## src/rtl/spi_tx_engine.sv

```systemverilog
// spi_tx_engine
//   SPI mode-0 master transmit engine. Pops one word at a time from an
//   upstream FIFO, shifts it out MSB first on mosi while shifting miso into
//   an RX register, and reports each completed RX word with a one-cycle
//   rx_valid pulse.
//
//   Optional feature, enabled by defining SPI_BURST_EN: when another word is
//   available at the end of a word, the engine pops it straight away and keeps
//   cs_n low, so consecutive words share one chip-select frame. Without the
//   macro every word gets its own cs_n frame followed by a GAP.
//
// Parameters
//   CLK_DIV  clk cycles per SCLK half-period (2..255)
//   WORD_W   bits per SPI word (matches upstream FIFO width)
//
// Ports
//   clk_i         system clock, rising edge
//   rstn_i        asynchronous active-low reset
//   enable_i      allow words to be popped and sent
//   fifo_empty_i  upstream FIFO empty flag
//   fifo_ren_o    one-cycle pop strobe to the FIFO
//   fifo_rdata_i  FIFO data, valid the cycle after fifo_ren_o
//   sclk_o        SPI clock, idles low
//   mosi_o        serial data out, MSB first
//   miso_i        serial data in
//   cs_n_o        active-low chip select
//   rx_data_o     last fully received word
//   rx_valid_o    one-cycle pulse when rx_data_o updates
//   busy_o        high whenever the FSM is not in IDLE
//
// state | meaning
// IDLE  | waiting for enable and a non-empty FIFO
// POP   | fifo_ren_o asserted, FIFO presents data next cycle
// LOAD  | capture FIFO data, drop cs_n, present MSB on mosi
// SHIFT | 2*WORD_W sclk half-periods of CLK_DIV cycles each
// GAP   | cs_n high for CLK_DIV cycles before returning to IDLE
module spi_tx_engine #(
  parameter int unsigned CLK_DIV = 4,
  parameter int unsigned WORD_W  = 16
) (
  input  logic              clk_i,
  input  logic              rstn_i,
  input  logic              enable_i,
  input  logic              fifo_empty_i,
  output logic              fifo_ren_o,
  input  logic [WORD_W-1:0] fifo_rdata_i,
  output logic              sclk_o,
  output logic              mosi_o,
  input  logic              miso_i,
  output logic              cs_n_o,
  output logic [WORD_W-1:0] rx_data_o,
  output logic              rx_valid_o,
  output logic              busy_o
);

  localparam int unsigned DIV_W = (CLK_DIV > 1) ? $clog2(CLK_DIV) : 1;
  localparam int unsigned HP_W  = $clog2(2 * WORD_W);
  localparam logic [DIV_W-1:0] DIV_LAST = DIV_W'(CLK_DIV - 1);
  localparam logic [HP_W-1:0]  HP_LAST  = HP_W'(2 * WORD_W - 1);

  typedef enum logic [2:0] {
    ST_IDLE,
    ST_POP,
    ST_LOAD,
    ST_SHIFT,
    ST_GAP
  } state_t;

  state_t            state_q, state_d;
  logic [DIV_W-1:0]  div_q, div_d;
  logic [HP_W-1:0]   hp_q, hp_d;
  logic [WORD_W-1:0] tx_sr_q, tx_sr_d;
  logic [WORD_W-1:0] rx_sr_q, rx_sr_d;
  logic [WORD_W-1:0] rx_data_q, rx_data_d;
  logic              sclk_q, sclk_d;
  logic              mosi_q, mosi_d;
  logic              cs_n_q, cs_n_d;
  logic              rx_valid_q, rx_valid_d;

  logic half_end;
  logic last_half;
  logic more_words;

  assign half_end   = (div_q == DIV_LAST);
  assign last_half  = (hp_q == HP_LAST);
  assign more_words = enable_i && !fifo_empty_i;

  always_ff @(posedge clk_i or negedge rstn_i) begin
    if (!rstn_i) begin
      state_q    <= ST_IDLE;
      div_q      <= '0;
      hp_q       <= '0;
      tx_sr_q    <= '0;
      rx_sr_q    <= '0;
      rx_data_q  <= '0;
      sclk_q     <= 1'b0;
      mosi_q     <= 1'b0;
      cs_n_q     <= 1'b1;
      rx_valid_q <= 1'b0;
    end else begin
      state_q    <= state_d;
      div_q      <= div_d;
      hp_q       <= hp_d;
      tx_sr_q    <= tx_sr_d;
      rx_sr_q    <= rx_sr_d;
      rx_data_q  <= rx_data_d;
      sclk_q     <= sclk_d;
      mosi_q     <= mosi_d;
      cs_n_q     <= cs_n_d;
      rx_valid_q <= rx_valid_d;
    end
  end

  always_comb begin
    state_d    = state_q;
    div_d      = div_q;
    hp_d       = hp_q;
    tx_sr_d    = tx_sr_q;
    rx_sr_d    = rx_sr_q;
    rx_data_d  = rx_data_q;
    sclk_d     = sclk_q;
    mosi_d     = mosi_q;
    cs_n_d     = cs_n_q;
    rx_valid_d = 1'b0;

    case (state_q)
      ST_IDLE: begin
        if (more_words) state_d = ST_POP;
      end

      ST_POP: begin
        state_d = ST_LOAD;
      end

      ST_LOAD: begin
        tx_sr_d = fifo_rdata_i;
        mosi_d  = fifo_rdata_i[WORD_W-1];
        rx_sr_d = '0;
        cs_n_d  = 1'b0;
        sclk_d  = 1'b0;
        div_d   = '0;
        hp_d    = '0;
        state_d = ST_SHIFT;
      end

      ST_SHIFT: begin
        div_d = div_q + DIV_W'(1);
        if (half_end) begin
          div_d  = '0;
          hp_d   = hp_q + HP_W'(1);
          sclk_d = ~sclk_q;
          // Even half-periods end on a rising sclk edge, odd ones on a falling edge.
          if (!hp_q[0]) begin
            rx_sr_d = {rx_sr_q[WORD_W-2:0], miso_i};
          end else if (!last_half) begin
            tx_sr_d = {tx_sr_q[WORD_W-2:0], 1'b0};
            mosi_d  = tx_sr_q[WORD_W-2];
          end
          if (last_half) begin
            hp_d       = '0;
            rx_data_d  = rx_sr_q;
            rx_valid_d = 1'b1;
`ifdef SPI_BURST_EN
            if (more_words) begin
              state_d = ST_POP;
            end else begin
              state_d = ST_GAP;
              cs_n_d  = 1'b1;
            end
`else
            state_d = ST_GAP;
            cs_n_d  = 1'b1;
`endif
          end
        end
      end

      ST_GAP: begin
        div_d = div_q + DIV_W'(1);
        if (half_end) begin
          div_d   = '0;
          state_d = ST_IDLE;
        end
      end

      default: begin
        state_d = ST_IDLE;
      end
    endcase
  end

  // The pop strobe is gated by the empty flag so a FIFO drained by someone
  // else between IDLE and POP is never over-read.
  assign fifo_ren_o = (state_q == ST_POP) && !fifo_empty_i;
  assign busy_o     = (state_q != ST_IDLE);
  assign sclk_o     = sclk_q;
  assign mosi_o     = mosi_q;
  assign cs_n_o     = cs_n_q;
  assign rx_data_o  = rx_data_q;
  assign rx_valid_o = rx_valid_q;

endmodule

```

## config.mk

```make
export PLATFORM = sky130hd
export DESIGN_NAME = spi_tx_engine
export DESIGN_NICKNAME = d
export VERILOG_FILES = /design/src/rtl/spi_tx_engine.sv
export SDC_FILE = /design/constraint.sdc
export NUM_CORES = 1
export LEC_CHECK = 0
export ABC_CLOCK_PERIOD_IN_PS = 2500
export BUFFER_PORTS_ARGS = -buffer_cell sky130_fd_sc_hd__buf_2
export CELL_PAD_IN_SITES_DETAIL_PLACEMENT = 1
export CELL_PAD_IN_SITES_GLOBAL_PLACEMENT = 1
export CORE_MARGIN = 2
export CORE_UTILIZATION = 46
export DETAILED_ROUTE_END_ITERATION = 7
export PLACE_DENSITY = 0.83
export SLEW_MARGIN = 15
export SYNTH_ARGS = -nofsm -noshare
export SYNTH_HDL_FRONTEND = slang
export SYNTH_SLANG_ARGS = --single-unit
```

## constraint.sdc

```tcl
create_clock -name clk_i -period 2.5 [get_ports clk_i]
set_input_delay 0.5 -clock clk_i [delete_from_list [all_inputs] [get_ports clk_i]]
set_output_delay 0.5 -clock clk_i [all_outputs]
set_load 0.02 [all_outputs]
```

# [Yosys cells after proc, flatten, opt, wreduce, memory -nomap -nowiden]
# Index checks and enable logic that the tools add are counted.
# Widths: inputs -> output; s select.
[word_totals] in_bits=21 elab_cells=69 register_bits=61 out_inout_bits=22
[classes] n_mux=29 n_eq_ne=13 add_sub_neg=2 n_reduce_logical=14 bitwise_logic=1
[op_table] op="$mux 15" n=3
[op_table] op="$mux 16" n=2
[op_table] op="$pmux 16 s2" n=1
[op_table] op="$pmux 15 s2" n=1
[op_table] op="$pmux 3 s5" n=1
[op_table] op="$ne 2x2->1 const B" n=7
[op_table] op="$mux 3" n=4
[op_table] op="$mux 5" n=2
[op_table] op="$pmux 5 s2" n=1
[op_table] op="$mux 1" n=9
[op_table] op="$reduce_and 3->1" n=3
[op_table] op="$reduce_and 4->1" n=2
[op_table] op="$eq 3x2->1 const B" n=2
[op_table] op="$pmux 1 s2" n=3
[op_table] op="$add 5x1->5 const B" n=1
[op_table] op="$eq 5x5->1 const B" n=1
[op_table] op="$pmux 2 s2" n=1
[op_table] op="$reduce_bool 2->1" n=2
[op_table] op="$eq 3x1->1 const B" n=1
[op_table] op="$eq 3x3->1 const B" n=1
[op_table] op="$logic_not 3->1" n=1
[op_table] op="$reduce_bool 3->1" n=1
[op_table] op="$add 2x1->2 const B" n=1
[op_table] op="$eq 2x2->1 const B" n=1
[op_table] op="6 further kinds" n=7

# [Depth between registers and ports, before layout]
# Gate-level depths: netlist (run 1).
[logic_depth] depth_word=5 ltp_mapped=7 depth_no_buf=6

# [Worst setup path after synthesis (run 1)]
# Ideal clock, no wire load.
[synth_timing] kind="register -> register" startpoint="reg hp_q[0]" endpoint="reg mosi_q (netlist: mosi_o)" t_arrival_ns=2.001 period_less_slack_ns=2.126 t_required_ns=2.375 slack_ns=0.374 setup_time_ns=0.125 stages_incl_launch_ff=8 path_buffers=1 path_cell_list="dfrtp_1 ha_1 and3_1 ha_1 nand3b_1 a21boi_4 buf_4 mux2_2"
[synth_via] elab_chain_len=3 elab_cells_between_ends=4 classes_between="eq/ne (3); reduce/logical (1)"
[synth_lines] item="from (decl)" line="71" text="logic [HP_W-1:0] hp_q, hp_d;"
[synth_lines] item="from (signal assigned)" line="103" text="hp_q <= hp_d;"
[synth_lines] item="$eq 5x5->1" line="85" text="assign last_half = (hp_q == HP_LAST);"
[synth_lines] item="$ne 2x2->1 (no line)"
[synth_lines] item="$reduce_and 4->1 (no line) (*)"
[synth_lines] item="to (signal assigned)" line="108" text="mosi_q <= mosi_d;"
[synth_lines] item="to (decl)" line="76" text="logic mosi_q, mosi_d;"
# Mark *: on every way between the ends. The rest lies on a longest branch, timed or not.
# A chain may end at the register's enable or synchronous reset.

# [Final worst setup path (run 1)]
[layout_timing] startpoint="reg hp_q[0]" endpoint="reg tx_sr_q[5]"
[layout_via] elab_chain_len=3 elab_cells_between_ends=4 classes_between="eq/ne (3); reduce/logical (1)"
[layout_lines] item="$eq 5x5->1" line="85"
[layout_lines] item="$ne 2x2->1 (no line)"
[layout_lines] item="$reduce_and 4->1 (no line) (*)"
[layout_lines] item="to (signal assigned)" line="104" text="tx_sr_q <= tx_sr_d;"
[layout_lines] item="to (decl)" line="72" text="logic [WORD_W-1:0] tx_sr_q, tx_sr_d;"
# Marks and branches as above.

==> results of run 1 <==
-- logic make-up after synthesis --
kind of cell | Yosys count | synth area share
AND/OR/NAND/NOR | 31 | 0.0702
multiplexers | 48 | 0.208
AO/OA/AOI/OAI | 35 | 0.104
flip-flops | 61 | 0.556
buffers and inverters | 16 | 0.0428
adder cells (fa/ha/maj) | 4 | 0.0182
-- critical path, cell delays in order, from the launching register on --
cell	delay [ns]
dfrtp_1	0.47
ha_1	0.28
and3_1	0.22
ha_1	0.22
nand3b_1	0.22
a21boi_4	0.18
buf_4	0.24
mux2_2	0.37
-- sequential cells by signal, indices dropped and copies added, names as in the netlist --
signal	count
cs_n_o	1
sclk_o	1
state_q	3
hp_q	5
mosi_o	1
div_q	2
tx_sr_q	15
rx_valid_o	1
rx_data_o	16
rx_sr_q	16
-- routing by layer --
metal	GRT usage	share of wire	vias up
met1	0.237	0.43	890
li1	-	-	816
met2	0.343	0.52	30
met5	0	0	-
met4	0.0983	0.017	0
met3	0.0433	0.032	7
-- cell usage in the layout, fill, tap and decap left out, drive strengths merged, types with 2 or more instances in the layout --
master / n
nor3: 2
dfrtp: 60
ha: 4
nor2b: 3
buf: 51
o311ai: 2
nand2b: 4
nor2: 6
o21ai: 2
nand3b: 2
inv: 4
o2bb2ai: 2
a22o: 18
mux2: 46
and3: 4
mux2i: 2
a21oi: 5
clkbuf: 14
nand3: 2
a221oi: 2
-- area by class of cell --
cell class / instances / area [µm²] / area share
inverters: 4 / 15.0 / 0.00467
clock buffers: 14 / 163 / 0.0506
flip-flops and latches: 61 / 1530 / 0.476
clock inverters: 1 / 30.0 / 0.00935
repair buffers: 51 / 278 / 0.0865
multi-input cells: 118 / 1100 / 0.344
well taps: 75 / 93.8 / 0.0292
-- per-stage QoR --
step	instances	utilization	power (mW)	instance area, µm²	setup slack (ns)
after floorplan	195	-	1.97	2750	0.374
after global placement	309	0.515	2.16	3020	0.349
after detailed placement	309	0.515	2.24	3020	0.215
after CTS	324	0.548	3.12	3210	0.178
after global routing	324	0.549	3.29	3210	0.0910
final	324	0.549	3.09	3210	0.184
-- report_power, final --
part	switching [mW]	leakage (nW)	internal, mW	total [mW]
Sequential	0.175	0.802	1.22	1.39
Combinational	0.388	0.728	0.435	0.823
Clock	0.362	0.0968	0.511	0.873
Total	0.925	1.63	2.17	3.09
-- how the worst max path moves through the flow --
stage,end,cells past startpoint
4_1_cts,tx_sr_q[5]$_DFFE_PN0P_,7
3_3_place_gp,tx_sr_q[10]$_DFFE_PN0P_,7
2_1_floorplan,mosi_o$_DFFE_PN0P_,7
6_report,tx_sr_q[5]$_DFFE_PN0P_,7
3_5_place_dp,tx_sr_q[5]$_DFFE_PN0P_,7
5_1_grt,tx_sr_q[10]$_DFFE_PN0P_,7
==> impl_metrics.py, run 1 <==
metrics = {
    "clock_tree": {
        "cts.reportedPaths.clkPinSlew_ns": 0.07,
        "cts_root_buf": "clkbuf_8",
        "cts_tree": "yes",
        "numCtsBuffers": 9,
        "worst_skew_pair.late_latency_ns": 0.34,
        "clock_path_buffers": 2,
        "cts_sinks": 61,
        "holdBufCountCts": 0,
        "cts-htree-levels": 3,
        "cts_resized": 0,
        "post_cts.repair.setup_buffers": 0,
    },
    "global_route": {
        "grt_max_degree": 32,
        "grt.total_usage": 0.200,
        "grt_pass1_wl_um": 9760,
        "antenna_found_initial": 0,
        "overflow": 0,
        "grt_pass1_vias": 1962,
    },
    "run_status": {
        "status": "complete, no violations",
    },
    "detailed_routing": {
        "drc_errors": 0,
        "viasPerCell": 5.38,
        "drtAntennaViolNets": 0,
        "drtIter0Drc": 68,
        "wl_um": 5690,
        "wl_per_cell_um": 17.6,
        "drt-pass1-iter-count": 4,
        "num_vias": 1743,
    },
    "sta": {
        "tightest_slew_ns": 0.717,
        "skew_ns": 0.00815,
        "rsz0062_at_grt": "no",
        "period_minus_slack_ns": 2.32,
        "tns_ns": 0,
        "relSlewSlack": 0.522,
        "final.period_utilization": 0.926,
        "hold_violations": 0,
        "fmax_mhz": 432,
        "slew_viol_final": 0,
        "hold_ws_ns": 0.214,
        "finalSetupViolations": 0,
    },
    "floorplan": {
        "rows": 28,
        "start_util": 0.469,
        "die_area_mm2": 0.00660,
        "fp.dieH_um": 81.3,
        "io_pins": 43,
        "core_mm2": 0.00585,
        "die_x_um": 81.3,
    },
    "logic_synthesis": {
        "synth_top_area_frac": 0.547,
        "ys_warn_count": 0,
        "yosys.area.top_type": "dfrtp_1",
        "synth-edff-count": 0,
        "synth.net_count": 220,
        "synthMostInstantiatedCell": "dfrtp_1",
        "async_reset_ff_frac": 1.00,
        "ys.flop_type": "dfrtp_1",
        "synth_seq_area_share": 0.556,
        "synthCells": 195,
        "synth.area.top_cells": "dfrtp_1 (55%), mux2_2 (14%), a22o_1 (5.7%), mux2_4 (4.9%), ha_1 (1.8%)",
        "yosys-top-cells-count": "dfrtp_1 (60), mux2_2 (35), a22o_1 (18)",
        "synth_area_mm2": 0.00275,
        "ys_types": 41,
        "synth.avg_cell_area_um2": 14.1,
        "ys_ff_latch": 61,
    },
    "layout": {
        "nNetsFinal": 270,
        "layout-drive-gt1-share": 0.454,
        "syn2layout_area_growth_pct": 16.9,
        "fillers": 621,
        "n_antenna_cell": 0,
    },
    "worst_setup_path": {
        "crit_path_start": "hp_q[0]$_DFFE_PN0P_",
        "critical_path_arrival_ns": 2.54,
        "r2r_slack_ns": 0.18,
        "path_max_fanout": 16,
        "cp_data_required_time_ns": 2.72,
        "r2r_cells": 7,
        "reg2reg_from": "hp_q[0]$_DFFE_PN0P_",
        "worstSetupPathType": "register to register",
        "r2r_end": "tx_sr_q[5]$_DFFE_PN0P_",
        "end_kind": "register",
        "start_kind": "register",
    },
    "place": {
        "gp_congestion": 0.885,
        "dp_hpwl_um": 4040,
        "io_buffers": 42,
    },
    "pwr": {
        "pwr_density_cell_mw_per_mm2": 962,
        "ir_drop_uv": 585,
        "p_leak_nw": 1.63,
    },
    "min_path": {
        "hold_class": "input port to async pin",
    },
    "flow_run": {
        "drv_cap": 0,
    },
}
No activity file was read; power rests on OpenSTA's default activity.
==> run 2: changes to the inputs <==
Settings changed: PLACE_DENSITY 0.83 to not set, PLACE_DENSITY_LB_ADDON set to 0.12.
==> run 2 against run 1 <==
Non-clock buffer count down 3. Combinational power about the same. Setup slack better by 0.047 ns. Sequential share of layout area grew 0.56 points. Flip-flop and latch count is the same. Critical path depth stayed put. Clock power decreased by 14%. Final area down 1.2%. Clock skew shrank 0.0012 ns. Core utilization is 0.64 points lower. Worst hold slack worse by 0.057 ns. Count of clock-buffer cells in the layout decreased by 4.
==> impl_metrics.py, run 2 (synthesized netlist as in run 1, its figures left out) <==
metrics = {
    "detailed_routing": {
        "wl_per_cell_um": 17.9,
        "viasPerCell": 5.48,
        "drt-pass1-iter-count": 4,
        "drtAntennaViolNets": 0,
        "drtIter0Drc": 46,
        "num_vias": 1758,
        "drc_errors": 0,
        "wl_um": 5760,
    },
    "layout": {
        "layout-drive-gt1-share": 0.459,
        "fin_cells": 321,
        "n_antenna_cell": 0,
        "layout_commonest_cell": "dfrtp_1",
        "final_cell_mix": "dfrtp_1 (60), buf_2 (42), mux2_2 (35), a22o_1 (18), clkbuf_8 (10)",
        "nNetsFinal": 267,
        "syn2layout_area_growth_pct": 15.6,
        "final_util": 0.543,
    },
    "global_route": {
        "grt_pass1_wl_um": 9620,
        "overflow": 0,
        "grt_pass1_vias": 1929,
        "grt_max_degree": 38,
        "antenna_found_initial": 0,
        "grt.total_usage": 0.198,
    },
    "floorplan": {
        "die_area_mm2": 0.00660,
        "io_pins": 43,
        "core_mm2": 0.00585,
        "start_util": 0.469,
        "fp.dieH_um": 81.3,
        "rows": 28,
        "die_x_um": 81.3,
    },
    "place": {
        "io_buffers": 42,
        "dp_hpwl_um": 4020,
        "dp.cells": 306,
        "gp_congestion": 0.770,
    },
    "sta": {
        "relSlewSlack": 0.548,
        "fmax_mhz": 441,
        "final.period_utilization": 0.907,
        "hold_violations": 0,
        "rsz0062_at_grt": "no",
        "skew_ns": 0.00696,
        "period_minus_slack_ns": 2.27,
        "hold_ws_ns": 0.157,
        "slew_viol_final": 0,
        "tns_ns": 0,
        "tightest_slew_ns": 0.678,
        "finalSetupViolations": 0,
    },
    "min_path": {
        "hold_class": "input port to async pin",
    },
    "worst_setup_path": {
        "r2r_slack_ns": 0.23,
        "end_kind": "register",
        "path_cells": "ha_1, and3_1, ha_1, nand3b_1, a21boi_4, buf_4, mux2_2",
        "max_stage_delay_ns": 0.45,
        "crit_path_top_delay_cell": "dfrtp_1",
        "start_kind": "register",
        "critical_path_arrival_ns": 2.49,
        "worstSetupPathType": "register to register",
        "cp_data_required_time_ns": 2.72,
        "cp_common_cell": "ha_1",
        "path_max_fanout": 16,
    },
    "clock_tree": {
        "cts-htree-levels": 3,
        "post_cts.repair.setup_buffers": 0,
        "cts_resized": 0,
        "numCtsBuffers": 9,
        "cts_tree": "yes",
        "clock_path_buffers": 2,
        "holdBufCountCts": 0,
        "cts_sinks": 61,
        "worst_skew_pair.late_latency_ns": 0.34,
        "cts_root_buf": "clkbuf_8",
        "cts.reportedPaths.clkPinSlew_ns": 0.07,
    },
    "pwr": {
        "pwr_density_cell_mw_per_mm2": 934,
        "power_mw": 2.96,
        "ir_drop_uv": 447,
        "p_leak_nw": 1.61,
    },
    "run_status": {
        "status": "complete, no violations",
    },
    "flow_run": {
        "drv_cap": 0,
    },
}
==> run 2: stage by stage <==
step	cell area, µm²	setup WS (ns)
floorplan	2750	0.374
global placement	3010	0.380
detailed placement	3010	0.219
CTS	3170	0.215
global route	3170	0.141
finish	3170	0.231
==> run 2: worst max-delay path: cells and delay by family (launching register included) <==
family,cells,cell delay (ns)
multiplexers,1,0.37
adder cells (fa/ha/maj),2,0.49
AO/OA/AOI/OAI,1,0.17
buffers and inverters,1,0.25
flip-flops,1,0.45
AND/OR/NAND/NOR,2,0.43
==> run 2: final timing paths <==
| kind | cells after the start | from | to |
|---|---|---|---|
| max in group asynchronous | 2 | rstn_i | state_q[0]$_DFFE_PN0P_ |
| worst max-delay path | 7 | hp_q[0]$_DFFE_PN0P_ | tx_sr_q[2]$_DFFE_PN0P_ |
| worst max register to register | 7 | hp_q[0]$_DFFE_PN0P_ | tx_sr_q[2]$_DFFE_PN0P_ |
| worst min register to register | 1 | sclk_o$_DFFE_PN0P_ | sclk_o$_DFFE_PN0P_ |
| min in group clk_i | 2 | miso_i | rx_sr_q[0]$_DFFE_PN0P_ |
| worst min-delay path | 1 | rstn_i | tx_sr_q[10]$_DFFE_PN0P_ |
==> run 2: area by class of cell <==
type	count	area, µm²
flip-flops and latches	61	1530
repair buffers	48	268
well taps	75	93.8
fillers	603	2680
clock buffers	10	138
multi-input cells	118	1100
inverters	4	15.0
clock inverters	5	27.5
==> run 2: power by group <==
part	internal (mW)	total, mW	switching, mW
clock	0.373	0.752	0.379
combinational	0.435	0.826	0.391
sequential	1.22	1.39	0.167
==> run 2: per-layer routing <==
metal	vias to the layer above	wire (µm)	track usage
met1	894	2510	0.246
met4	0	158	0.102
met5	-	0	0
li1	813	-	-
met2	37	2900	0.314
met3	14	192	0.0544
